--- config.mk ---
export PLATFORM = sky130hd
export DESIGN_NAME = task_fsm_ctrl
export DESIGN_NICKNAME = d
export VERILOG_FILES = /design/src/rtl/task_fsm_ctrl.sv
export SDC_FILE = /design/constraint.sdc
export NUM_CORES = 1
export LEC_CHECK = 0
export ABC_AREA = 1
export CORE_MARGIN = 2
export CORE_UTILIZATION = 45
export DETAILED_ROUTE_END_ITERATION = 8
export PLACE_DENSITY = 0.76
export SKIP_LAST_GASP = 1
export SLEW_MARGIN = 10
export SYNTH_ARGS = -nofsm -noshare
export SYNTH_HDL_FRONTEND = slang
export SYNTH_SLANG_ARGS = --single-unit
--- constraint.sdc ---
create_clock -name clk -period 4.6 [get_ports clk]
set_clock_uncertainty 0.2 [all_clocks]
set_input_delay 0.92 -clock clk [delete_from_list [all_inputs] [get_ports clk]]
set_output_delay 0.92 -clock clk [all_outputs]
set_load 0.01 [all_outputs]
--- src/rtl/task_fsm_ctrl.sv ---
// Start/busy/done job controller with programmable length, abort and pulse/held done.
// Optional job completion counter enabled by defining TASK_FSM_JOB_CNT_EN.
module task_fsm_ctrl #(
  parameter int unsigned CNT_W     = 8,
  parameter int unsigned DONE_HOLD = 0
) (
  input  logic             clk,
  input  logic             rst,
  input  logic             start,
  input  logic [CNT_W-1:0] len,
  input  logic             abort,
  input  logic             ack,
  output logic             busy,
  output logic             done,
  output logic             aborted,
  output logic [CNT_W-1:0] remain,
  output logic [1:0]       state_o
`ifdef TASK_FSM_JOB_CNT_EN
  ,
  output logic [15:0]      job_cnt
`endif
);

  localparam logic [1:0] IDLE   = 2'b00;
  localparam logic [1:0] BUSY   = 2'b01;
  localparam logic [1:0] FINISH = 2'b10;

  localparam logic [CNT_W-1:0] ZERO = '0;
  localparam logic [CNT_W-1:0] ONE  = {{(CNT_W-1){1'b0}}, 1'b1};

  logic [1:0]       state, state_nxt;
  logic [CNT_W-1:0] remain_q, remain_nxt;
  logic             aborted_q, aborted_nxt;
  logic             restart_ok;

  // In held-done mode, ack+start in FINISH launches the next job with no IDLE gap.
  assign restart_ok = (DONE_HOLD != 0) && ack && start;

  always_comb begin
    state_nxt   = state;
    remain_nxt  = remain_q;
    aborted_nxt = 1'b0;
    case (state)
      IDLE: begin
        if (start) begin
          if (len != ZERO) begin
            state_nxt  = BUSY;
            remain_nxt = len - ONE;
          end else begin
            state_nxt  = FINISH;
            remain_nxt = ZERO;
          end
        end
      end
      BUSY: begin
        if (abort) begin
          state_nxt   = IDLE;
          remain_nxt  = ZERO;
          aborted_nxt = 1'b1;
        end else if (remain_q == ZERO) begin
          state_nxt = FINISH;
        end else begin
          remain_nxt = remain_q - ONE;
        end
      end
      FINISH: begin
        if (DONE_HOLD == 0) begin
          state_nxt = IDLE;
        end else if (restart_ok) begin
          if (len != ZERO) begin
            state_nxt  = BUSY;
            remain_nxt = len - ONE;
          end else begin
            state_nxt  = FINISH;
            remain_nxt = ZERO;
          end
        end else if (ack) begin
          state_nxt = IDLE;
        end
      end
      default: begin
        state_nxt  = IDLE;
        remain_nxt = ZERO;
      end
    endcase
  end

  always_ff @(posedge clk or posedge rst) begin
    if (rst) begin
      state     <= IDLE;
      remain_q  <= ZERO;
      aborted_q <= 1'b0;
    end else begin
      state     <= state_nxt;
      remain_q  <= remain_nxt;
      aborted_q <= aborted_nxt;
    end
  end

  // Outputs decode registers only: no input-to-output combinational path.
  assign busy    = (state == BUSY);
  assign done    = (state == FINISH);
  assign aborted = aborted_q;
  assign remain  = remain_q;
  assign state_o = state;

`ifdef TASK_FSM_JOB_CNT_EN
  logic job_fin;

  // A zero-length restart from FINISH is also a completed job.
  assign job_fin = ((state == BUSY) && !abort && (remain_q == ZERO)) ||
                   ((state == IDLE) && start && (len == ZERO)) ||
                   ((state == FINISH) && restart_ok && (len == ZERO));

  always_ff @(posedge clk or posedge rst) begin
    if (rst) begin
      job_cnt <= 16'h0000;
    end else if (job_fin) begin
      job_cnt <= job_cnt + 16'h0001;
    end
  end
`endif

endmodule

Yosys cells after proc, flatten, opt, wreduce, memory -nomap -nowiden. Cells that the tools add are included.

Output and inout port bits: 13. Flip-flop bits (word level): 11. Word-level logic and storage cells: 28.

Add/subtract/negate cells: 2. Reduce and logical (&&, ||, !) cells: 5. Bitwise gates (word level): 1. Eq/ne operators: 5. Mux-type cells: 12.

Operators by type and width (number): $mux W8 (4); $pmux W8 S3 (1); $sub A8 B1 Y8 const B (2); $logic_not A8 Y1 (1); $mux W2 (4); $reduce_bool A8 Y1 (1); $pmux W2 S2 (1); $ne A3 B2 Y1 const B (1); $ne A3 B3 Y1 const B (1); $reduce_and A3 Y1 (1); $eq A2 B1 Y1 const B (1); $eq A2 B2 Y1 const B (1); $logic_not A2 Y1 (1); $mux W1 (2); $ne A2 B2 Y1 const B (1); $reduce_and A2 Y1 (1); $not A1 Y1 (1).

Depth between registers and ports, before layout. Gate-level depths: netlist of the first run.

Depth after elaboration: 4. Gate-level depth with buffers: 10.

Worst setup path after synthesis of the first run. No wires, ideal clock.

Path kind: flip-flop to output port. From: reg state[1], in the netlist state_o[1]. To: out done. Slack: 2.617 ns. Data arrival time: 0.863 ns. Stages on the path, launching flop included: 3. Required time: 3.480 ns. Cell sequence: dfrtp_1 > inv_1 > nor2_1.

Longest elaborated chain between the ends: 1.

RTL lines: start: declaration (RTL line 31) `logic [1:0] state, state_nxt;`; start signal: assignment (RTL line 94) `state <= state_nxt;`; $eq A2 B2 Y1 (RTL line 102) `assign done = (state == FINISH);`; end: declaration (RTL line 14) `output logic done,`.

Every way passes these cells.

Worst setup path in the final report of the first run.
From: reg state[0], in the netlist state_o[0]. To: out done.

The elaborated chain is that of the path after synthesis.

==> metrics.txt, run 1 <==
Initial Util between 40% and 50%; CP arrival between 1.5 and 2 ns; clk buf depth 2; Mapped Avg Cell Area ~6.5 sq um; antenna-violating nets left 0; first-pass GRT wire length just over 4000 um; vias in the first global route ~950; setup TNS 0 ns; CTS HTree Levels 1; Hold WC Path Type flip-flop to flip-flop; I/O pins 26; Crit. End Element primary output; Antenna diodes 0; Setup violations, final 0; Worst Hold Slack around 0.31 ns; post-synthesis sequential area ratio between 20% and 30%; Pre-antenna DRT Iters 4; f_max about 0.36 GHz; Nets 190; Yosys warnings 0; outcome finished, final reports clean; R2R Path Start remain[0]$_DFFE_PP0P_; worst hold endpoint remain[1]$_DFFE_PP0P_; reg2reg setup slack 2.93 ns; CP bufs+invs 1; mapped cell area ~940 sq um; hold path depth 2; grt ovf 0; Layout area overhead 32.0%; Rel. slew slack 71.3%; max-cap violation count 0; Worst Max-Slew Pin Slew roughly 0.43 ns; share of cells above drive strength 1 under 10%; DR iter-0 viols 15; Die X 49.7 um; Hold Buf Count CTS 0; RSZ-0062 raised after global routing no; CTS tree built; r2r endpoint remain[1]$_DFFE_PP0P_; routed vias 942; GR Util All Layers 21.8%; peak supply drop approximately 0.35 mV; full die area approximately 0.0025 sq mm; WL/cell 10.6 um; post-cts sizing count 0; post-CTS setup buffer count 0; post-synthesis cell type count 24; worst skew pair latency 0.27 ns; Root Driver clkbuf_4; DR vias/cell roughly 4.7; Filler cells a little over 200; maximum fanout along the worst path 4; Synthesized Nets about 160; routability cong. 0.813; IO buf count 24; ordered list of cells on the worst path nor2_1 > clkdlybuf4s50_1; cells after synthesis ~140; ys flop type dfrtp_1; # DRC 0; min-delay src remain[1]$_DFFE_PP0P_; endpoints failing hold 0; #FFs+latches synth 11; CTS sink cnt 11; die height 49.7 um; largest stage delay on the critical path 0.62 ns; final slew viol count 0; Async S/R FF share, synth 100%; Tcrit/Tclk final between 60% and 70%; EDFF count, synth 0; Crit path required time around 3.5 ns; cells on worst reg2reg path 10; Largest delay share family, worst path buffers and inverters; CP Launch Type flip-flop; Core Area between 0.0015 and 0.002 sq mm; post-route minimum period 2.80 ns; initial antenna violation count 0; Slowest-stage cell, CP clkdlybuf4s50_1; Routed WL approximately 2100 um; total CTS buffers 3; clk slew on worst S/H paths about 0.080 ns; Leakage Power between 0.6 and 0.7 nW; Rows 16; dpl hpwl around 1700 um; Power Density 542 mW/mm^2; critical path class flip-flop to primary output; largest net degree at the start of global routing 12
## cells by family (layout without fill, tap and decap cells)
logic type / after synthesis / count (layout) / synth area share [%]
AOI/OAI and AO/OA: 9 / 9 / 6.00
xor gates and xnor gates: 3 / 3 / 2.80
adders and majority gates: 4 / 4 / 5.33
buffers and inverters: 22 / 50 / 9.33
DFF: 11 / 11 / 29.3
and+or+nand+nor: 95 / 95 / 47.2
## cells in the mapped netlist (2+ instances only)
| master | instances | area share (%) |
|---|---|---|
| ha_1 | 4 | 5.3 |
| o21ai_0 | 5 | 2.7 |
| dfrtp_1 | 11 | 29 |
| nor2_1 | 13 | 5.2 |
| nor2_4 | 2 | 2.4 |
| nand2_1 | 55 | 22 |
| nor2_2 | 4 | 2.7 |
| xor2_1 | 2 | 1.9 |
| nand3_1 | 13 | 6.9 |
| o21bai_1 | 2 | 1.6 |
| inv_1 | 20 | 8.0 |
## how the worst max path moves through the flow
stage	to	start	slack, ns	cells after the start
finish	done	state_o[0]$_DFFE_PP0P_	1.80	2
global route	done	state_o[0]$_DFFE_PP0P_	1.71	2
CTS	done	state_o[0]$_DFFE_PP0P_	1.79	2
detailed placement	remain[4]$_DFFE_PP0P_	len[3]	2.03	9
global placement	remain[0]$_DFFE_PP0P_	len[3]	2.08	9
floorplan	done	state_o[1]$_DFFE_PP0P_	2.62	2
## worst min-delay path, stage by stage (launching register included)
cell and delay, ns:
dfrtp_1 0.37, nand2_1 0.06, nand2_1 0.06
## cells in the final DEF (no fill, tap or decap), drive strengths merged, types with 2 or more instances in the layout
cell	count
nor2	20
nand2	57
clkdlybuf4s50	24
o21ai	5
xor2	2
o21bai	2
nand3	14
clkbuf	4
ha	4
dfrtp	11
inv	21
## area by class of cell
type / instances / area (sq um) / area share [%]
multi-input cells: 111 / 576 / 46.5
flip-flops and latches: 11 / 275 / 22.2
repair buffers: 24 / 240 / 19.4
inverters: 22 / 87.6 / 7.07
well taps: 27 / 33.8 / 2.73
clock buffers: 4 / 26.3 / 2.12
## layer usage
layer	track usage (%)	part of all wire, %	up-vias
met1	28.2	47	415
met5	0	0	-
li1	-	-	501
met3	3.03	2.8	5
met4	8.33	1.7	0
met2	36.7	48	21
## through the flow
stage	instance area [sq um]	total power, mW	util, %	worst slack (ns)	cells
after floorplan	938	0.450	-	2.62	144
after CTS	1240	0.676	63.1	1.79	199
after global routing	1240	0.746	63.1	1.71	199
final	1240	0.671	63.1	1.80	199
after global placement	1210	0.595	61.8	2.08	195
after detailed placement	1210	0.604	61.8	2.03	195
## sequential cells by signal, summed over array words and instances (netlist names)
name / flops
aborted: 1
remain: 8
state_o: 2
## power breakdown
| part | internal, mW | switching [mW] |
|---|---|---|
| registers | 0.137 | 0.0444 |
| clock network | 0.0336 | 0.0350 |
| logic | 0.189 | 0.232 |
Note: power is estimated with default switching activity, not from simulation.
==> run 2: changes to the inputs <==
Settings changed: CORE_UTILIZATION 45 to 42, PLACE_DENSITY 0.76 to 0.74.
Clock period 4.6 ns to 2.35 ns, I/O delays scaled along.
==> run 2 against run 1 <==
  * Clock power is 97% higher
  * Combinational power is 97% higher
  * Via count is 3.5% higher
  * Cell count is 1.0% higher
  * Hold slack worse by 0.020 ns
  * Power is 97% higher
  * Largest cell class unchanged
==> metrics.txt, run 2 (synthesis results as in run 1) <==
cells on worst reg2reg path 10; placed cell count 197; post-route minimum period 2.11 ns; most frequent cells in the layout 55 x nand2_1, 24 x clkdlybuf4s50_1, 20 x inv_1; DP Area about 0.0012 sq mm; final slew viol count 0; Layout area overhead 32.9%; Pre-antenna DRT Iters 4; endpoints failing hold 0; die height roughly 50 um; max-cap violation count 0; IO buf count 24; Initial Util roughly 43%; Tcrit/Tclk final about nine tenths; Crit path required time approximately 1.7 ns; Met3 Routed Length ~95 um; CTS HTree Levels 1; full die area about 0.0026 sq mm; R2R Path Start remain[0]$_DFFE_PP0P_; CTS sink cnt 11; DRT met1 WL 967 um; Leakage Power about 0.63 nW; clk slew on worst S/H paths ~0.07 ns; WL/cell around 11 um; routed vias about 980; setup TNS 0 ns; max reg flops 8; post-cts sizing count 0; Die X between 50 and 60 um; commonest non-fill, non-tap cell in the layout nand2_1; critical path class flip-flop to primary output; antenna-violating nets left 0; dpl hpwl about 1800 um; Root Driver clkbuf_4; Rel. slew slack 69.5%; clk buf depth 2; r2r endpoint remain[6]$_DFFE_PP0P_; CP Launch Type flip-flop; fin cells between 200 and 250; maximum fanout along the worst path 3; worst skew pair latency around 0.27 ns; WL met2 around 1100 um; Setup violations, final 0; total CTS buffers 3; Core Area between 0.002 and 0.0025 sq mm; RSZ-0062 raised after global routing no; largest net degree at the start of global routing 12; Nets about 190; f_max between 0.4 and 0.5 GHz; vias in the first global route slightly above 900; Power Density between 1000 and 1500 mW/mm^2; Final Cell Area roughly 0.0012 sq mm; outcome finished, final reports clean; GR Util All Layers between 15 and 20%; Worst Max-Slew Pin Slew ~0.46 ns; I/O pins 26; Worst Hold Slack slightly below 0.3 ns; post-CTS setup buffer count 0; Crit. End Element primary output; # DRC 0; Rows 17; share of cells above drive strength 1 under 10%; reg2reg setup slack approximately 0.65 ns; grt ovf 0; CTS tree built; Hold Buf Count CTS 0; peak supply drop roughly 0.74 mV; CP arrival approximately 1.4 ns; routability cong. 0.855; Routed WL 2210 um; first-pass GRT wire length around 4000 um; uppermost routed layer met4; DR iter-0 viols 10; DR vias/cell 4.85; initial antenna violation count 0; Hold WC Path Type input pin to async pin; Antenna diodes 0
[run 2: metal layers]
layer	track usage, %	vias to the layer above
met5	0	-
li1	-	505
met2	35.7	26
met3	5.56	4
met4	5.26	0
met1	23.1	440
[run 2: worst max-delay path by stage]
| stage | cells past startpoint | to | start | slack [ns] |
|---|---|---|---|---|
| global route | 4 | busy | state_o[1]$_DFFE_PP0P_ | 0.16 |
| floorplan | 10 | remain[1]$_DFFE_PP0P_ | remain[0]$_DFFE_PP0P_ | 0.77 |
| global placement | 9 | remain[3]$_DFFE_PP0P_ | len[3] | 0.29 |
| finish | 4 | busy | state_o[1]$_DFFE_PP0P_ | 0.24 |
| detailed placement | 10 | remain[3]$_DFFE_PP0P_ | len[0] | 0.26 |
| CTS | 4 | busy | state_o[1]$_DFFE_PP0P_ | 0.23 |
[run 2: area by class of cell]
| class | count | area [sq um] |
|---|---|---|
| Clock buffer | 4 | 26.3 |
| Tap cell | 28 | 35.0 |
| Multi-Input combinational cell | 111 | 576 |
| Fill cell | 225 | 922 |
| Timing Repair Buffer | 25 | 248 |
| Sequential cell | 11 | 275 |
| Inverter | 22 | 87.6 |
[run 2: critical path, stage by stage (launching register included)]
cell             delay, ns
dfrtp_1               0.41
inv_1                 0.10
nand2_2               0.08
inv_1                 0.06
clkdlybuf4s50_1       0.52
[run 2: metrics by stage]
step | utilization (%) | worst slack [ns] | total power [mW]
final | 57.5 | 0.245 | 1.32
after detailed placement | 56.3 | 0.256 | 1.18
after global placement | 56.3 | 0.285 | 1.17
after floorplan | - | 0.772 | 0.881
after CTS | 57.5 | 0.229 | 1.33
after global routing | 57.5 | 0.163 | 1.45
[run 2: power by group]
group	internal (mW)	switching, mW	total, mW	leakage, nW
sequential	0.268	0.0866	0.354	0.139
combinational	0.372	0.458	0.830	0.475
clock	0.0658	0.0691	0.135	0.0150
